`config.mk`:
```
export PLATFORM = sky130hd
export DESIGN_NAME = mnist_host_seq
export DESIGN_NICKNAME = d
export VERILOG_FILES = /design/src/rtl/mnist_host_seq.sv
export SDC_FILE = /design/constraint.sdc
export NUM_CORES = 1
export LEC_CHECK = 0
export ABC_AREA = 1
export BUFFER_PORTS_ARGS = -buffer_cell sky130_fd_sc_hd__buf_2
export CAP_MARGIN = 20
export CORE_UTILIZATION = 55
export DETAILED_ROUTE_END_ITERATION = 7
export PLACE_DENSITY = 0.77
export SYNTH_ARGS = -nofsm -noshare
export SYNTH_HDL_FRONTEND = slang
export SYNTH_SLANG_ARGS = --single-unit
```
`constraint.sdc`:
```
create_clock -name clk -period 4.03 [get_ports clk]
set_input_delay 0.403 -clock clk [delete_from_list [all_inputs] [get_ports clk]]
set_output_delay 0.403 -clock clk [all_outputs]
set_load 0.02 [all_outputs]
```
`src/rtl/mnist_host_seq.sv`:
```
// mnist_host_seq: host-side load/compute sequencer with 7-seg result display.
// Define MNIST_HOST_SCAN_EN for continuous auto-incrementing image scan.
module mnist_host_seq #(
   parameter int NUM_IMAGES     = 16,
   parameter int TIMEOUT_CYCLES = 2_000_000,
   parameter int SYNC_STAGES    = 2
) (
   input  logic       clk,
   input  logic       reset_n,
   input  logic       go,
   input  logic [3:0] image_sel,
   output logic       load_params,
   output logic       start_comp,
   output logic [3:0] image_num,
   input  logic       ready,
   input  logic [9:0] classes,
   output logic [3:0] result_digit,
   output logic       result_valid,
   output logic       busy,
   output logic       err,
   output logic [7:0] hex
);
   localparam int TW = $clog2(TIMEOUT_CYCLES + 1);
   localparam logic [TW-1:0] TMO_RELOAD = TW'(TIMEOUT_CYCLES);

   typedef enum logic [3:0] {
      RST_LOAD, LOAD_ACK, LOAD_DONE, IDLE, START_ACK,
      COMP_DONE, CAPTURE, DONE, ERR
   } state_t;

   state_t                 r_state, w_nxt;
   logic [SYNC_STAGES-1:0] r_go_s, r_rdy_s;
   logic                   r_go_q, r_upd;
   logic                   r_load, r_start, r_busy, r_valid, r_err;
   logic [TW-1:0]          r_tmo;
   logic [9:0]             r_cls;
   logic [3:0]             r_img, r_digit, w_img, w_sel, w_enc;
   logic [7:0]             r_hex;
   logic                   w_go_rise, w_rdy, w_tmo, w_launch, w_cls_ok;

   function automatic logic f_onehot(input logic [9:0] c);
      return (c != '0) && ((c & (c - 10'd1)) == '0);
   endfunction

   function automatic logic [7:0] f_seg(input logic [3:0] d);
      case (d)
         4'd0:    return 8'hC0;
         4'd1:    return 8'hF9;
         4'd2:    return 8'hA4;
         4'd3:    return 8'hB0;
         4'd4:    return 8'h99;
         4'd5:    return 8'h92;
         4'd6:    return 8'h82;
         4'd7:    return 8'hF8;
         4'd8:    return 8'h80;
         4'd9:    return 8'h90;
         default: return 8'hFF;
      endcase
   endfunction

   // ready idles high, so its synchronizer resets to 1 to avoid a false ack
   always_ff @(posedge clk or negedge reset_n) begin
      if (!reset_n) begin
         r_go_s  <= '0;
         r_rdy_s <= '1;
         r_go_q  <= 1'b0;
      end else begin
         r_go_s[0]  <= go;
         r_rdy_s[0] <= ready;
         for (int i = 1; i < SYNC_STAGES; i++) begin
            r_go_s[i]  <= r_go_s[i-1];
            r_rdy_s[i] <= r_rdy_s[i-1];
         end
         r_go_q <= r_go_s[SYNC_STAGES-1];
      end
   end

   assign w_go_rise = r_go_s[SYNC_STAGES-1] & ~r_go_q;
   assign w_rdy     = r_rdy_s[SYNC_STAGES-1];
   assign w_sel     = (32'(image_sel) >= NUM_IMAGES) ? 4'd0 : image_sel;
   assign w_cls_ok  = f_onehot(r_cls);
   assign w_tmo     = (r_state inside {LOAD_ACK, LOAD_DONE, START_ACK, COMP_DONE})
                      && (r_tmo == '0);

   always_comb begin
      w_enc = 4'd0;
      for (int i = 0; i < 10; i++)
         if (r_cls[i]) w_enc = 4'(i);
   end

`ifdef MNIST_HOST_SCAN_EN
   logic       r_pause;
   logic [3:0] w_wrap;
   assign w_wrap = (32'(r_img) >= NUM_IMAGES - 1) ? 4'd0 : r_img + 4'd1;

   always_ff @(posedge clk or negedge reset_n) begin
      if (!reset_n)
         r_pause <= 1'b0;
      else if (w_go_rise && (r_state inside {START_ACK, COMP_DONE, CAPTURE, DONE}))
         r_pause <= ~r_pause;
   end
`endif

   always_comb begin
      w_nxt    = r_state;
      w_launch = 1'b0;
      w_img    = r_img;
      unique case (r_state)
         RST_LOAD:  w_nxt = LOAD_ACK;
         LOAD_ACK:  if (!w_rdy) w_nxt = LOAD_DONE;
         LOAD_DONE: if (w_rdy) w_nxt = IDLE;
         IDLE: begin
            if (w_go_rise) begin
               w_launch = 1'b1;
               w_img    = w_sel;
            end
         end
         START_ACK: if (!w_rdy) w_nxt = COMP_DONE;
         COMP_DONE: if (w_rdy) w_nxt = CAPTURE;
         CAPTURE:   w_nxt = f_onehot(classes) ? DONE : ERR;
         DONE: begin
`ifdef MNIST_HOST_SCAN_EN
            if (!r_pause && !w_go_rise) begin
               w_launch = 1'b1;
               w_img    = w_wrap;
            end
`else
            if (w_go_rise) begin
               w_launch = 1'b1;
               w_img    = w_sel;
            end
`endif
         end
         default:   w_nxt = ERR;
      endcase
      if (w_launch) w_nxt = START_ACK;
      if (w_tmo) w_nxt = ERR;
   end

   always_ff @(posedge clk or negedge reset_n) begin
      if (!reset_n) begin
         r_state <= RST_LOAD;
         r_tmo   <= TMO_RELOAD;
         r_load  <= 1'b0;
         r_start <= 1'b0;
         r_busy  <= 1'b0;
         r_img   <= 4'd0;
         r_upd   <= 1'b0;
         r_cls   <= '0;
      end else begin
         r_state <= w_nxt;
         if (w_nxt != r_state)
            r_tmo <= TMO_RELOAD;
         else if (r_tmo != '0)
            r_tmo <= r_tmo - TW'(1);
         r_load  <= (w_nxt == LOAD_ACK) || (w_nxt == LOAD_DONE);
         r_start <= (w_nxt == START_ACK) || (w_nxt == COMP_DONE);
         r_busy  <= !((w_nxt == IDLE) || (w_nxt == DONE));
         r_img   <= w_img;
         r_upd   <= (r_state == CAPTURE);
         if (r_state == CAPTURE) r_cls <= classes;
      end
   end

   // the captured vector is encoded one clock after CAPTURE
   always_ff @(posedge clk or negedge reset_n) begin
      if (!reset_n) begin
         r_err   <= 1'b0;
         r_valid <= 1'b0;
         r_digit <= 4'd0;
         r_hex   <= 8'hFF;
      end else if (w_tmo || (r_upd && !w_cls_ok)) begin
         r_err   <= 1'b1;
         r_valid <= 1'b0;
         r_digit <= 4'hF;
         r_hex   <= 8'h86;
`ifndef MNIST_HOST_SCAN_EN
      end else if (w_launch) begin
         r_valid <= 1'b0;
         r_hex   <= 8'hFF;
`endif
      end else if (r_upd) begin
         r_valid <= 1'b1;
         r_digit <= w_enc;
         r_hex   <= f_seg(w_enc);
`ifdef MNIST_HOST_SCAN_EN
      end else begin
         r_valid <= 1'b0;
`endif
      end
   end

   assign load_params  = r_load;
   assign start_comp   = r_start;
   assign image_num    = r_img;
   assign result_digit = r_digit;
   assign result_valid = r_valid;
   assign busy         = r_busy;
   assign err          = r_err;
   assign hex          = r_hex;
endmodule

```
# Yosys cells after proc, flatten, opt, wreduce, memory -nomap -nowiden

Memories as Yosys holds them, arrays and structs flattened.
Cells that the tools add are included.

Memory bits (read-only): 112
Memories kept: 1
Flip-flop bits (word level): 62
Bits in writable memories: 0
Output and inout bits: 21
Latch bits: 0
Input bits: 18

Memory list:

| memory           | words | width | read ports | clocked after memory_dff | write ports | line | source |
|---|---|---|---|---|---|---|---|
| (name not given) | 16    | 7     | 1          | 0                        | 0           | 46   | `case (d)` |

Shifts and indexed selects: 0
Divide/modulo/power cells: 0
$mul: 0
Bitwise gates (word level): 4
Muxes and demuxes: 30
Order comparisons: 0
Reductions and logical operators: 24
Equality and inequality tests: 15
Add/sub/neg operators: 3

Operator list:

| kind                                                                 | number |
|---|---|
| 4-bit two-way mux                                                    | 18 |
| 21-bit two-way mux                                                   | 2 |
| 4-bit by 3-bit == test with 1-bit output, second input constant      | 7 |
| 4-bit one-hot mux with 7 select lines                                | 1 |
| 8-bit two-way mux                                                    | 3 |
| 21-bit zero test                                                     | 1 |
| 21-bit nonzero test                                                  | 1 |
| 21-bit by 1-bit subtractor with 21-bit output, second input constant | 1 |
| 10-bit bitwise AND                                                   | 2 |
| 10-bit zero test                                                     | 2 |
| 10-bit nonzero test                                                  | 2 |
| 10-bit by 1-bit subtractor with 10-bit output, second input constant | 2 |
| 4-bit by 2-bit == test with 1-bit output, second input constant      | 4 |
| 4-bit by 1-bit == test with 1-bit output, second input constant      | 2 |
| 1-bit two-way mux                                                    | 6 |
| 1-bit logical AND                                                    | 4 |
| 4-bit zero test                                                      | 1 |
| 1-bit logical OR                                                     | 4 |
| 4-bit != test                                                        | 1 |
| 2-bit AND reduction                                                  | 2 |
| 2-bit nonzero test                                                   | 2 |
| 4-bit nonzero test                                                   | 1 |
| 3-bit nonzero test                                                   | 1 |
| 1-bit zero test                                                      | 2 |
| 4 further kinds                                                      | 4 |

# Longest topological paths before layout

Gate-level depths: netlist of run 1.
An unclocked memory read counts as a cell.

Depth in word-level cells: 13
Mapped depth: 17
Gate-level depth less buffers: 16

# Least setup slack after synthesis of run 1

OpenSTA, ideal clock, no wires.

Path kind: reg-to-reg
From: register r_tmo[0]
To: register r_tmo[14]
Buffers on the path: 1
Library setup time: 0.069 ns
Cell stages (with the launch flop): 16
Data arrival time: 1.857 ns
Setup slack: 2.104 ns
Cells stage by stage: dfrtp_1 > inv_1 > ha_1 > nand3b_1 > nor2_1 > nand4_1 > nor2_4 > nor2_1 > nand2_2 > nand2_2 > nand2_2 > nand2_2 > nor2_4 > nand2_2 > buf_6 > nor2_2

Cells in the longest elaborated chain, start to end: 5
Elaborated cells on any way between the ends: 9
Those cells by class: add/sub: 1; eq/ne: 1; mux: 3; reduce/logical: 4

RTL lines:

| item                                                     | line | source |
|---|---|---|
| start, declared                                          | 35   | `logic [TW-1:0] r_tmo;` |
| start signal, assigned                                   | 155  | `r_tmo <= r_tmo - TW'(1);` |
| 21-bit zero test (*)                                     | 83   | `&& (r_tmo == '0);` |
| 1-bit logical AND (*)                                    | 83   |  |
| 4-bit two-way mux (*)                                    | 137  | `if (w_tmo) w_nxt = ERR;` |
| named net w_nxt[2]                                       | 31   | `state_t r_state, w_nxt;` |
| 4-bit != test (*)                                        | 152  | `if (w_nxt != r_state)` |
| 21-bit two-way mux or 2-bit nonzero test (tied branches) | -    |  |

Mark *: on every way through the listed nets, which the timed path passes. The rest lies on a longest branch. The select of a mux whose other input is x is not followed.
A chain may end at the register's enable or synchronous reset.

# Worst setup path after layout of run 1

From: register r_tmo[0]
To: register r_tmo[0]

Same word-level chain as after synthesis.

==> results.py, run 1 <==
metrics = {
    "run_status": {
        "status": "finished clean",
    },
    "synth": {
        "yosys.area.top_type": "dfrtp_1",
        "synthesis.nets": 436,
        "yosysSeqAreaShare_pct": 46.62,
        "synth_warnings": 0,
        "postSynthCellCount": 412,
        "synth-seq-cells": 61,
        "synthSimpleGateAreaFrac_pct": 33.53,
        "synth_adder_area_share_pct": 2.263,
        "synth_area_sq_um": 3317,
        "synth_compound_area_share_pct": 6.601,
        "synth_xor_area_share_pct": 4.489,
        "synth_top_family_by_area": "simple AND/OR/NAND/NOR gates",
        "syn_area_per_cell_sq_um": 8.051,
        "muxShareOfSynthArea_pct": 0.3018,
        "synth.distinct_cells": 39,
        "synth_top_area_share_pct": 33.95,
        "synthTopCellsByArea": "dfrtp_1 34%, dfstp_2 13%, nand2_1 11%",
    },
    "critical_path": {
        "critPathBufInv": 1,
        "max_stage_delay_ns": 0.45,
        "crit_slowest_cell": "nand4_1",
        "end_kind": "flop",
        "regToRegSetupSlack_ns": 1.32,
        "crit_required_ns": 4.30,
        "critical_path_class": "reg -> reg",
        "start_kind": "flop",
        "cp-startpoint": "r_tmo[0]",
        "path_common_cell": "nand2_2",
        "worst_r2r_path_depth": 14,
        "r2r_start": "r_tmo[0]",
        "cp_top_family": "simple AND/OR/NAND/NOR gates",
        "r2r_end": "r_tmo[0]",
        "crit_arrival_ns": 2.98,
        "path_cells": "inv_1 > ha_1 > nand3b_1 > nor2_1 > nand4_1 > nor2_4 > nor2_1 > nand2_2 > nand2_2 > nand2_2 > nand2_2 > nor2_4 > nand2_2 > nor2_1",
        "cp_max_fo": 14,
        "path_depth": 14,
        "critical_path.endpoint": "r_tmo[0]",
    },
    "power": {
        "power.total_mw": 1.303,
        "power.density_nw_per_um2": 341.1,
        "p_leak_nw": 1.896,
        "vdd_drop_max_mv": 0.2736,
    },
    "cts": {
        "htreeDepth": 3,
        "cts_resized": 0,
        "tritoncts": "yes",
        "clkSlewWorstSetupHoldPaths_ns": 0.07,
        "clockBufferDepth": 2,
        "cts-root-buf": "clkbuf_8",
        "numClockSinks": 61,
        "clock_latency_ns": 0.34,
        "cts_made_buffers": 9,
        "holdBufCountCts": 1,
        "post_cts_buffers": 0,
    },
    "finish": {
        "fill_cells": 509,
        "final_common_cell": "nand2_1",
        "num-nets-final": 481,
        "diodes": 0,
        "area_growth_pct": 15.20,
        "final_util_pct": 67.33,
        "final_cell_mix": "98 x nand2_1, 45 x dfrtp_1, 43 x nor2_1",
        "drive_above_1_share_pct": 22.94,
        "multiInputGateArea_sq_um": 1569,
        "regArea_sq_um": 1546,
    },
    "routing": {
        "first_iter_violations": 195,
        "first_pass_iters": 4,
        "wirelength_microns": 6920,
        "vias_per_cell": 5.189,
        "vias": 2771,
        "post-route-drc-count": 0,
        "wl_per_cell_microns": 12.96,
        "ant_nets": 0,
    },
    "global_routing": {
        "grt_antenna_before_repair": 0,
        "grt_max_degree": 46,
        "grt_pass1_vias": 2704,
        "grtUsageTotal_pct": 25.01,
        "grt_remaining_overflow": 0,
        "grt_pass1_wl_microns": 11960,
    },
    "placement": {
        "dp_hpwl_microns": 5085,
        "gp_congestion": 0.8964,
        "port_buffers": 37,
    },
    "die": {
        "start_util_pct": 58.44,
        "die_h_microns": 79.66,
        "rows": 27,
        "die_x_microns": 79.66,
        "die_area_sq_um": 6346,
        "core-area_sq_um": 5675,
        "io_pins": 39,
    },
    "timing": {
        "period_share_pct": 67.28,
        "finClkSkew_ns": 0.006520,
        "drv_slew": 0,
        "hold_viol": 0,
        "setup_viol": 0,
        "clock.fmax_mhz": 368.8,
        "setup_tns_ns": 0,
        "slew_headroom_pct": 61.20,
        "rsz0062_at_grt": "no",
        "tightest_slew_ns": 0.5813,
        "period_needed_ns": 2.711,
    },
    "worst_hold_path": {
        "hp-class": "in -> reg",
    },
    "flow_run": {
        "cap_violations": 0,
    },
}
## cell usage after synthesis, drive strengths merged
cell / instances
mux2i: 1
o21ai: 19
a21boi: 1
dfstp: 16
inv: 45
nand2: 106
o21bai: 1
nand4: 4
a32oi: 1
dfrtp: 45
nor2: 63
a211oi: 1
a21oi: 8
o211a: 1
a22oi: 1
and2: 1
nor3: 10
xor2: 17
nand3: 42
buf: 4
a31oi: 2
nand3b: 3
o211ai: 1
or2: 5
conb: 1
clkbuf: 1
nor3b: 1
a21o: 2
nor4: 3
ha: 6
## how the worst min path moves through the flow
stage               cells after the start      endpoint     from
detailed placement                      1      r_cls[8]  reset_n
finish                                  1    r_rdy_s[0]    ready
global route                            1    r_rdy_s[0]    ready
global placement                        1  image_num[0]  reset_n
CTS                                     1    r_rdy_s[0]    ready
floorplan                               0          busy  reset_n
## cell type report
class                           count  share of cell area [%]
Multi-Input combinational cell    301                   41.06
Clock inverter                      3                   1.703
Tap cell                           72                   2.358
Timing Repair Buffer               39                   5.305
Inverter                           45                   4.420
Sequential cell                    61                   40.47
Clock buffer                       13                   4.682
## per-stage QoR
step | area, sq um | setup WS, ns | cells | hold WS, ns
floorplan | 3317 | 2.104 | 412 | 0.1074
global placement | 3567 | 1.469 | 517 | 0.3344
detailed placement | 3567 | 1.342 | 517 | 0.3411
CTS | 3821 | 1.314 | 534 | 0.1414
global route | 3821 | 1.047 | 534 | 0.1424
finish | 3821 | 1.319 | 534 | 0.1540
## state kept, by name (all words and copies together) (netlist names), 2 cells and up
register and count:
r_state 4, hex 7, r_rdy_s 2, r_go_s 2, r_tmo 21, result_digit 4, image_num 4, r_cls 10
## kinds of logic (layout without fill, tap and decap cells)
logic type | Yosys count | count (layout)
compound gates | 38 | 38
xor+xnor | 17 | 17
fa+ha+maj | 6 | 6
buf+inv | 50 | 100
flops | 61 | 61
mux | 1 | 1
other cells | 1 | 1
simple gates | 238 | 238
## power by group
group | internal, mW | switching, mW
Clock | 0.415 | 0.236
Sequential | 0.616 | 0.00117
Combinational | 0.0108 | 0.0244
Total | 1.04 | 0.261
## per-layer routing
layer	vias to the layer above	routed length (microns)	global-route usage [%]
li1	1413	-	-
met1	1282	3250	31.32
met2	57	3224	40.85
met4	0	197	12.00
met3	19	248	5.486
met5	-	0	0
Power figures use the tool's default switching activity.
==> run 2, diff against run 1 <==
Settings changed: CORE_UTILIZATION 55 to 53.
Clock period 4.03 ns to 2.4 ns, I/O delays scaled along.
==> run 2 against run 1 <==
Critical path type unchanged. Clock power grew 20%. Global-route usage shrank 1.4 points. Wire length shrank 0.58%. Final area is essentially flat. Combinational power grew 82%. Critical endpoint is now r_tmo[19]. Via count grew 3.7%. First-iteration DRC count grew 2.6%. Sequential cell count is the same. Clock-buffer cell count shrank 4. Register-to-register slack lost 1.1 ns.
==> results.py, run 2 (same netlist as run 1, synthesis figures left out) <==
metrics = {
    "routing": {
        "wirelength_microns": 6880,
        "ant_nets": 0,
        "vias_per_cell": 5.273,
        "first_iter_violations": 200,
        "first_pass_iters": 6,
        "vias": 2874,
        "post-route-drc-count": 0,
        "wl_per_cell_microns": 12.62,
    },
    "power": {
        "p_seq_share_pct": 55.2,
        "power.density_nw_per_um2": 491.2,
        "internal_power_mw": 1.421,
        "sw_frac_of_total_pct": 24.35,
        "clockPowerShare_pct": 41.4,
        "vdd_drop_max_mv": 0.4286,
        "power.total_mw": 1.879,
        "comb_power_share_pct": 3.4,
        "switchingPower_uw": 457.4,
        "p_leak_nw": 1.892,
    },
    "die": {
        "core-area_sq_um": 5991,
        "io_pins": 39,
        "start_util_pct": 55.37,
        "die_h_microns": 81.11,
        "die_x_microns": 81.11,
        "rows": 28,
        "die_area_sq_um": 6579,
    },
    "finish": {
        "regArea_sq_um": 1546,
        "fill_cells": 502,
        "fin_cells": 545,
        "final_common_cell": "nand2_1",
        "drive_above_1_share_pct": 24.04,
        "final_cell_mix": "98 x nand2_1, 45 x dfrtp_1, 42 x nor2_1, 42 x nand3_1, 41 x inv_1",
        "num-nets-final": 489,
        "diodes": 0,
        "largest_reg_flops": 21,
        "multiInputGateArea_sq_um": 1582,
        "largest-register": "r_tmo",
        "area_growth_pct": 15.32,
    },
    "cts": {
        "cts-root-buf": "clkbuf_8",
        "htreeDepth": 3,
        "numClockSinks": 61,
        "clock_latency_ns": 0.35,
        "tritoncts": "yes",
        "clkSlewWorstSetupHoldPaths_ns": 0.07,
        "clockBufferDepth": 2,
        "cts_made_buffers": 9,
    },
    "critical_path": {
        "crit_required_ns": 2.66,
        "end_kind": "flop",
        "start_kind": "flop",
        "cp_max_fo": 5,
        "crit_arrival_ns": 2.44,
        "critical_path_class": "reg -> reg",
    },
    "timing": {
        "period_share_pct": 91.03,
        "finClkSkew_ns": 0.007817,
        "period_needed_ns": 2.185,
        "clock.fmax_mhz": 457.7,
        "hold_viol": 0,
        "setup_viol": 0,
        "setup_tns_ns": 0,
        "rsz0062_at_grt": "no",
        "drv_slew": 0,
    },
    "flow_run": {
        "cap_violations": 0,
    },
    "global_routing": {
        "grt_pass1_vias": 2662,
        "grt_remaining_overflow": 0,
        "grt_max_degree": 23,
        "grt_antenna_before_repair": 0,
        "grtUsageTotal_pct": 23.59,
        "grt_pass1_wl_microns": 11660,
    },
    "worst_hold_path": {
        "hp-class": "in -> reg",
    },
    "run_status": {
        "status": "finished clean",
    },
    "placement": {
        "dp_cells": 525,
        "dp_hpwl_microns": 5085,
        "port_buffers": 37,
        "gp_congestion": 0.8254,
    },
}
[run 2: worst paths after layout]
check	from	end	slack (ns)	cells after the start
min reg2reg	r_rdy_s[0]	r_rdy_s[1]	0.36	0
max in group asynchronous	reset_n	r_rdy_s[1]	1.33	3
max	r_tmo[0]	r_tmo[19]	0.22	13
min	image_sel[3]	image_num[3]	0.08	3
max reg2reg	r_tmo[0]	r_tmo[19]	0.22	13
min in group asynchronous	reset_n	r_cls[8]	0.36	2
[run 2: worst max-delay path: stages, from the launching register on]
cell and delay (ns):
dfrtp_1 0.39, inv_1 0.10, ha_1 0.20, nand3b_1 0.14
nor2_1 0.15, nand4_1 0.17, nor2_4 0.15, nor2_1 0.06
nand2_2 0.07, nand2_2 0.08, nand2_2 0.07, nand2_2 0.06
nor2_1 0.32, nand3_1 0.14
[run 2: cell type report]
class	instances	area share [%]
multi-input cells	301	41.35
flip-flops and latches	61	40.43
repair buffers	47	7.000
inverters	45	4.416
clock buffers	9	3.238
well taps	75	2.453
clock inverters	7	1.112
[run 2: what timing repair did]
item	in CTS	in global routing
hold endpoints to repair	13	0
resized for setup	0	3
hold buffers	3	0
buffers inserted	0	1
endpoints found under the setup margin	0	25
[run 2: through the flow]
step / instance area (sq um) / hold WS [ns] / util [%] / setup WS [ns]
2_1_floorplan: 3317 / -0.05559 / - / 0.4742
3_3_place_gp: 3608 / 0.1977 / 60.23 / 0.1380
3_5_place_dp: 3608 / 0.2127 / 60.23 / 0.1509
4_1_cts: 3805 / 0.07664 / 63.51 / 0.1265
5_1_grt: 3825 / 0.09641 / 63.85 / 0.02827
6_report: 3825 / 0.08391 / 63.85 / 0.2153
[run 2: layer usage]
metal / wire (microns) / part of all wire, % / global-route usage (%)
met5: 0 / 0 / 0
met4: 154 / 2.2 / 12.50
met3: 190 / 2.8 / 3.708
met2: 3289 / 48 / 38.91
met1: 3246 / 47 / 29.75
[run 2: power groups by stage]
stage	clock [mW]	combinational (mW)	sequential [mW]
finish	0.778	0.0642	1.04
global route	0.834	0.0742	1.04
CTS	0.794	0.0657	1.04
detailed placement	0	0.0619	1.06
global placement	0	0.0601	1.06
floorplan	0	0.0180	1.05
